### src/rtl/parity_stream_counter.sv
// parity_stream_counter: counts valid odd/even words (by d_in[0]) with
// wrap or saturate overflow, sticky overflow flags and registered majority.
module parity_stream_counter #(
   parameter int unsigned DATA_W   = 4,
   parameter int unsigned CNT_W    = 4,
   parameter bit          SAT_MODE = 1'b0
) (
   input  logic              clk,
   input  logic              rst,
   input  logic              clr,
   input  logic              in_valid,
   input  logic [DATA_W-1:0] d_in,
   output logic [CNT_W-1:0]  count_odd,
   output logic [CNT_W-1:0]  count_even,
   output logic [CNT_W:0]    count_total,
   output logic              odd_ovf,
   output logic              even_ovf,
   output logic              odd_major,
   output logic              even_major
);

   localparam int unsigned TOT_W = CNT_W + 1;
   localparam logic [CNT_W-1:0] CNT_MAX = {CNT_W{1'b1}};

   // Only the LSB classifies a word; the upper bits are intentionally ignored.
   logic unused_d_in;
   assign unused_d_in = ^d_in;

   logic             inc_odd;
   logic             inc_even;
   logic             odd_at_max;
   logic             even_at_max;
   logic [CNT_W-1:0] odd_nxt;
   logic [CNT_W-1:0] even_nxt;
   logic             odd_ovf_nxt;
   logic             even_ovf_nxt;

   // Increment requests; clr dominates and in_valid gates d_in so X data is harmless.
   always_comb begin
      inc_odd     = 1'b0;
      inc_even    = 1'b0;
      odd_at_max  = (count_odd == CNT_MAX);
      even_at_max = (count_even == CNT_MAX);
      if (!clr && in_valid) begin
         inc_odd  = d_in[0];
         inc_even = ~d_in[0];
      end
   end

   // Next-count and sticky-flag logic with wrap/saturate policy at max.
   always_comb begin
      odd_nxt      = count_odd;
      even_nxt     = count_even;
      odd_ovf_nxt  = odd_ovf;
      even_ovf_nxt = even_ovf;
      if (clr) begin
         odd_nxt      = '0;
         even_nxt     = '0;
         odd_ovf_nxt  = 1'b0;
         even_ovf_nxt = 1'b0;
      end else begin
         if (inc_odd) begin
            if (odd_at_max) begin
               odd_nxt     = SAT_MODE ? CNT_MAX : '0;
               odd_ovf_nxt = 1'b1;
            end else begin
               odd_nxt = count_odd + CNT_W'(1);
            end
         end
         if (inc_even) begin
            if (even_at_max) begin
               even_nxt     = SAT_MODE ? CNT_MAX : '0;
               even_ovf_nxt = 1'b1;
            end else begin
               even_nxt = count_even + CNT_W'(1);
            end
         end
      end
   end

   // Count and overflow registers.
   always_ff @(posedge clk or negedge rst) begin
      if (!rst) begin
         count_odd  <= '0;
         count_even <= '0;
         odd_ovf    <= 1'b0;
         even_ovf   <= 1'b0;
      end else begin
         count_odd  <= odd_nxt;
         count_even <= even_nxt;
         odd_ovf    <= odd_ovf_nxt;
         even_ovf   <= even_ovf_nxt;
      end
   end

   // Majority flags compare the registered counts, so they trail counts by one edge.
   always_ff @(posedge clk or negedge rst) begin
      if (!rst) begin
         odd_major  <= 1'b0;
         even_major <= 1'b0;
      end else if (clr) begin
         odd_major  <= 1'b0;
         even_major <= 1'b0;
      end else begin
         odd_major  <= (count_odd > count_even);
         even_major <= (count_even > count_odd);
      end
   end

   // Total is one bit wider than each counter so it can never overflow.
   assign count_total = TOT_W'(count_odd) + TOT_W'(count_even);

endmodule

### config.mk
export PLATFORM = sky130hd
export DESIGN_NAME = parity_stream_counter
export DESIGN_NICKNAME = d
export VERILOG_FILES = /design/src/rtl/parity_stream_counter.sv
export SDC_FILE = /design/constraint.sdc
export NUM_CORES = 1
export LEC_CHECK = 0
export ABC_AREA = 0
export CAP_MARGIN = 40
export CORE_MARGIN = 5
export CORE_UTILIZATION = 40
export DETAILED_ROUTE_END_ITERATION = 6
export PLACE_DENSITY_LB_ADDON = 0.12
export SYNTH_ARGS = -nofsm -noshare
export SYNTH_HDL_FRONTEND = slang
export SYNTH_SLANG_ARGS = --single-unit
### constraint.sdc
create_clock -name clk -period 2.8 [get_ports clk]
set_input_delay 0.42 -clock clk [delete_from_list [all_inputs] [get_ports clk]]
set_output_delay 0.42 -clock clk [all_outputs]
set_load 0.02 [all_outputs]
==> flow_summary.json <==
{
  "syn_avg_cell_area_um2": 9.62,
  "synthCells": 80,
  "combPwrFrac_pct": 18.9,
  "grt_max_degree": 13,
  "cap_violations": 0,
  "ys_seq_area_share_pct": 39.0,
  "fin_crit_ps": 2660,
  "finalSetupViolations": 0,
  "core_mm2": 0.00178,
  "die_width_um": 53.9,
  "cts_buffers": 3,
  "num-nets-final": 125,
  "yosys_warnings": 0,
  "first_pass_iters": 3,
  "worst_setup_path_end_kind": "primary output",
  "worstMarginPinSlew_ps": 587,
  "dieHeight_um": 53.9,
  "finalMaxSlewViolations": 0,
  "antennaDiodeCount": 0,
  "row_count": 15,
  "cp_cell_sequence": "ha_1 -> fa_1 -> a21oi_1 -> o21bai_1 -> clkdlybuf4s50_1",
  "start_util_pct": 43.2,
  "async_flop_share_pct": 100,
  "die_area_mm2": 0.00290,
  "grt_pass1_vias": 659,
  "ys_top_cells_by_area": "dfrtp_1, ha_1, a21oi_1",
  "area_delta_synth_final_pct": 35.4,
  "dp_worst_setup_slack_ps": 324,
  "drive_above_1_share_pct": 5.77,
  "ys_ff_latch": 12,
  "cts.reportedPaths.clkPinSlew_ps": 70,
  "gr-total-overflow": 0,
  "switching_share_pct": 27.3,
  "yosysTopAreaCell": "dfrtp_1",
  "cp_data_required_time_ps": 2380,
  "switching_power_mw": 0.0976,
  "cts_htree_levels": 1,
  "rsz0062_at_grt": "false",
  "max-vdd-ir-drop_v": 0.000218,
  "wl_um": 1740,
  "synthFlopType": "dfrtp_1",
  "arrival_ps": 2240,
  "post_drt_via_cell_ratio": 5.12,
  "cts_root_buf": "clkbuf_4",
  "clock-sinks": 12,
  "gp_congestion": 0.825,
  "worst_path_largest_cell_delay_ps": 540,
  "status": "complete, no violations",
  "ios": 25,
  "wire_per_inst_um": 13.4,
  "drt-initial-drc-count": 5,
  "yosysMostFrequentCell": "dfrtp_1",
  "fillers": 175,
  "finalCritPeriodShare_pct": 95.1,
  "dpl.hpwl_um": 1340,
  "syn_area_um2": 769,
  "pwr-share-clk_pct": 29.3,
  "post_cts_buffers": 0,
  "synth_nets": 99,
  "crit_family": "adder cells",
  "crit_slowest_cell": "clkdlybuf4s50_1",
  "portBuffers": 21,
  "start_kind": "register",
  "p_seq_share_pct": 51.8,
  "ant_nets": 0,
  "synth_edf_count": 0,
  "finalHoldViolCount": 0,
  "ys_types": 26,
  "crit_buf_inv": 1,
  "clk_latency_ps": 270,
  "p_int_mw": 0.260,
  "critPathMaxFanout": 8,
  "path_class": "register to primary output",
  "fmax_ghz": 0.376,
  "ys_top_cells_by_count": "dfrtp_1, ha_1, a21oi_1",
  "skew_ps": 2.62,
  "cts_tree": "yes",
  "grt_use_total_pct": 13.7,
  "pwr_density_cell_mw_per_mm2": 343,
  "drc": 0,
  "grt_pass1_wl_um": 2810,
  "vias": 661,
  "antenna_found_initial": 0,
  "tns_ps": 0,
  "leakagePower_nw": 0.497,
  "relSlewSlack_pct": 60.8,
  "synth_top_area_share_pct": 39.0,
  "min_path_type": "register to register",
  "finalWorstSetupSlack_ps": 137,
  "clockBufferDepth": 2
}
[tightest hold or removal path, stage by stage (launching register included)]
cell and delay, ps:
dfrtp_1 350, a31oi_1 50, nor2_1 70
[flip-flops by register name, indices dropped and copies added, names as in the netlist]
name and flops:
even_major 1, count_odd 4, even_ovf 1, odd_major 1
count_even 4, odd_ovf 1
[cell usage in the layout, fill, tap and decap left out, drive strengths merged]
cell           netlist  layout
a21oi                9       9
a221oi               1       1
a31oi                2       2
a41o                 1       1
and3                 1       1
and3b                1       1
buf                  1       2
clkbuf               1       3
clkdlybuf4s50        0      20
dfrtp               12      12
dlymetal6s2s         0       1
fa                   1       1
ha                  10      10
inv                  6       6
mux2i                2       2
nand2                5       5
nand2b               1       1
nand3                4       4
nand3b               2       2
nor2                 7       7
nor2b                1       1
o211ai               1       1
o21ai                2       2
o21ba                1       1
o21bai               1       1
or3                  3       3
xnor2                2       2
xor2                 2       2
[stage by stage]
stage / utilization, % / hold slack, ps / cell area [µm²] / total power [mW] / std cells
finish: 58.5 / 502 / 1040 / 0.358 / 129
global route: 58.5 / 524 / 1040 / 0.378 / 129
CTS: 58.3 / 500 / 1040 / 0.363 / 129
detailed placement: 57.1 / 486 / 1020 / 0.257 / 126
global placement: 57.1 / 478 / 1020 / 0.256 / 126
floorplan: - / 124 / 769 / 0.223 / 80
[power groups by stage]
stage	combinational, mW	clock [mW]	sequential (mW)
2_1_floorplan	0.0280	0	0.195
3_3_place_gp	0.0674	0	0.188
3_5_place_dp	0.0685	0	0.189
4_1_cts	0.0686	0.109	0.185
5_1_grt	0.0742	0.118	0.186
6_report	0.0675	0.105	0.185
[cells by family (layout without fill, tap and decap cells)]
group / Yosys count / in the layout / synth area share [%]
and+or+nand+nor: 25 / 25 / 16.4
AOI/OAI and AO/OA: 18 / 18 / 14.5
DFF: 12 / 12 / 39.0
adders and majority gates: 11 / 11 / 18.9
buffers and inverters: 8 / 32 / 4.06
xor gates and xnor gates: 4 / 4 / 4.55
muxes: 2 / 2 / 2.60
[final cells by class]
class                           count  area, µm²  area share (%)
Tap cell                           25       31.3            3.00
Inverter                            6       22.5            2.16
Timing Repair Buffer               23        228            21.8
Clock buffer                        3       22.5            2.16
Sequential cell                    12        300            28.8
Multi-Input combinational cell     60        438            42.0
[routing by layer]
| metal | GRT usage (%) | vias to the layer above | part of all wire [%] |
|---|---|---|---|
| li1 | - | 329 | - |
| met4 | 8.94 | 0 | 0.69 |
| met1 | 16.3 | 316 | 46 |
| met3 | 4.16 | 2 | 4.8 |
| met5 | 0 | - | 0 |
| met2 | 21.0 | 14 | 48 |
[worst paths after layout]
| check | slack (ps) | cells after the start | to | startpoint |
|---|---|---|---|---|
| setup / recovery | 140 | 5 | count_total[4] | count_odd[0] |
| hold / removal | 500 | 2 | odd_ovf | odd_ovf |
| setup reg to reg | 1280 | 5 | count_odd[0] | count_odd[1] |
| hold reg to reg | 500 | 2 | odd_ovf | odd_ovf |
| max in group asynchronous | 1890 | 1 | even_ovf | rst |
| min in group asynchronous | 520 | 1 | count_even[2] | rst |
[timing repair]
| item | in CTS | in global routing |
|---|---|---|
| setup endpoints to repair | 0 | 1 |
| hold endpoints to repair | 0 | 0 |
| hold buffers | 0 | 0 |
| gates resized for setup | 0 | 1 |
No activity file was read; power rests on OpenSTA's default activity.
==> edit (config.mk and constraints unchanged) <==
The parameter `SAT_MODE` goes from 1'b0 to 1'b1.
--- a/src/rtl/parity_stream_counter.sv
+++ b/src/rtl/parity_stream_counter.sv
@@ -3,7 +3,7 @@
 module parity_stream_counter #(
    parameter int unsigned DATA_W   = 4,
    parameter int unsigned CNT_W    = 4,
-   parameter bit          SAT_MODE = 1'b0
+   parameter bit          SAT_MODE = 1'b1
 ) (
    input  logic              clk,
    input  logic              rst,
Check against the original RTL: same outputs for any inputs over 10 cycles, from zero or initial values and one cycle with rst low; that may be too few to reach the edited logic, so the function may still have changed.
==> edit against the unedited design <==
- wire length fell by 5.1%
- total power rose by 13%
- sequential share of layout area fell by 0.51 points
- sequential cell count unchanged
- area after synthesis is 0.65% higher
- non-clock buffer count fell by 1
- worst setup slack improved by 18 ps
- final area grew 1.8%
- highest routed layer unchanged
==> edit: results (changes against the unedited design) <==
stage,metric,value,unit,change
run_status,status,"finished, final reports clean",,
yosys,Netlist cell types,30,,+15%
global_route,initial antenna violation count,0,,unchanged
clock_tree,H-tree levels,1,,unchanged
clock_tree,clock root cell,clkbuf_4,,
final_layout,layout cells sized above 1,9.18,%,+3.4 points
yosys,synth cell count leaders,"dfrtp_1 (12), ha_1 (10), inv_1 (8)",,
global_route,vias in the first global route,620,,-5.9%
worst_setup_path,CP max stage delay,540,ps,about the same
global_route,first-pass GRT wire length,2690,um,-4.2%
global_route,GRT Overall Usage,13.1,%,-0.57 points
worst_setup_path,origin of the worst setup path,count_odd[0]$_DFFE_PN0P_,,
worst_setup_path,FF-to-FF setup slack,1390,ps,+110 ps
routing,Pre-Repair DR Iteration Count,3,,unchanged
final_layout,Fillers,167,,-4.6%
yosys,Post-synth ARST share,100,%,unchanged
worst_setup_path,crit path to,count_total[4],,
worst_setup_path,Critical-path top delay cell,clkdlybuf4s50_1,,
timing,worst slew pin tran,572,ps,-14.8 ps
final_layout,n_diodes,0,,unchanged
worst_setup_path,Worst path top cell family by delay,adder cells,,
worst_setup_path,Worst R2R End,odd_major$_DFF_PN0_,,
yosys,synth warn,0,,unchanged
placement,hpwl dp,1250,um,-6.8%
routing,initial drt markers,5,,unchanged
placement,Port Buf Inserts,21,,unchanged
placement,GP Congestion,0.724,,-12%
worst_setup_path,worst r2r src,count_even[1]$_DFFE_PN0P_,,
global_route,largest net degree at the start of global routing,15,,+2
worst_setup_path,CP Max Fanout,7,,-1
yosys,"Seq/Total Area, Yosys",38.8,%,-0.25 points
routing,number of remaining DRC errors,0,,unchanged
power,Leakage,0.506,nW,+1.7%
clock_tree,CTS max path bufs,2,,unchanged
final_layout,biggest regs,"count_even (4), count_odd (4)",,
timing,Worst Skew,5.04,ps,+2.42 ps
clock_tree,Clock Latency Late Sink,270,ps,about the same
worst_setup_path,R2R depth,4,,-1
worst_setup_path,CP arrival,2230,ps,
final_layout,nets,118,,-5.6%
clock_tree,clock slew at reported path FFs,80,ps,
routing,via count,640,,-3.2%
yosys,post-synth net total,92,,-7.1%
yosys,"top cells by area, synth","dfrtp_1 (39%), ha_1 (16%), inv_1 (3.9%)",,
worst_hold_path,worst min-delay path category,primary input to async pin,,
routing,WL final,1650,um,-5.1%
power,maximum vdd drop,0.410,mV,+88%
clock_tree,total CTS buffers,3,,unchanged
placement,Place WS,390,ps,+66.3 ps
[edit: cell types whose count changed after synthesis, sizes merged, moves of 3 or more]
cell	change
nand3	-3
nor2	-6
nand2	-4
o21ai	+4
or3	-3
a21oi	-4
[edit: cell type report]
type / instances / area [um^2] / area share (%)
Timing Repair Buffer: 22 / 220 / 20.8
Inverter: 8 / 30.0 / 2.83
Sequential cell: 12 / 300 / 28.3
Clock buffer: 4 / 36.3 / 3.42
Multi-Input combinational cell: 52 / 440 / 41.5
Tap cell: 27 / 33.8 / 3.18
[edit: worst min path at each step]
stage | start | depth (start not counted) | end
after global placement | odd_ovf$_DFFE_PN0P_ | 2 | odd_ovf$_DFFE_PN0P_
after CTS | rst | 1 | count_odd[3]$_DFFE_PN0P_
after global routing | rst | 1 | count_odd[3]$_DFFE_PN0P_
final | rst | 1 | count_odd[3]$_DFFE_PN0P_
after detailed placement | odd_ovf$_DFFE_PN0P_ | 2 | odd_ovf$_DFFE_PN0P_
after floorplan | rst | 0 | count_even[0]$_DFFE_PN0P_
[edit: routing by layer]
layer | track usage, % | wire, um | up-vias
met5 | 0 | 0 | -
met4 | 3.73 | 12 | 0
met3 | 4.99 | 95 | 2
met2 | 21.6 | 736 | 17
met1 | 15.8 | 800 | 302
li1 | - | - | 319
[edit: cell families after synthesis]
kind of cell,share of synthesized area [%]
DFF,38.8
buffers and inverters,4.36
muxes,2.58
adders and majority gates,18.7
xor gates and xnor gates,4.52
AOI/OAI and AO/OA,17.3
and+or+nand+nor,13.7
[edit: stage by stage]
step	cell area [um^2]	instances	util (%)	hold WS (ps)	power, mW
global placement	1020	121	53.8	504	0.270
finish	1060	125	55.8	507	0.404
global route	1060	125	55.8	545	0.430
floorplan	774	73	-	124	0.232
detailed placement	1020	121	53.8	510	0.271
CTS	1060	125	55.7	519	0.412
[edit: worst register-to-register path, delay by kind of cell, from the launching register on]
family | cells | cell delay, ps
AO/OA/AOI/OAI | 1 | 200
adder cells (fa/ha/maj) | 1 | 350
AND/OR/NAND/NOR | 2 | 320
flip-flops | 1 | 490
[edit: power by group]
part	internal, mW	leakage, nW	switching [mW]	total, mW
clock	0.0791	0.0210	0.0593	0.138
sequential	0.180	0.165	0.00774	0.187
combinational	0.0387	0.320	0.0400	0.0787
total	0.297	0.506	0.107	0.404
[edit: what timing repair did]
action                     CTS  global route
hold buffers                 0             0
setup endpoints to repair    0             1
gates resized for setup      0             1
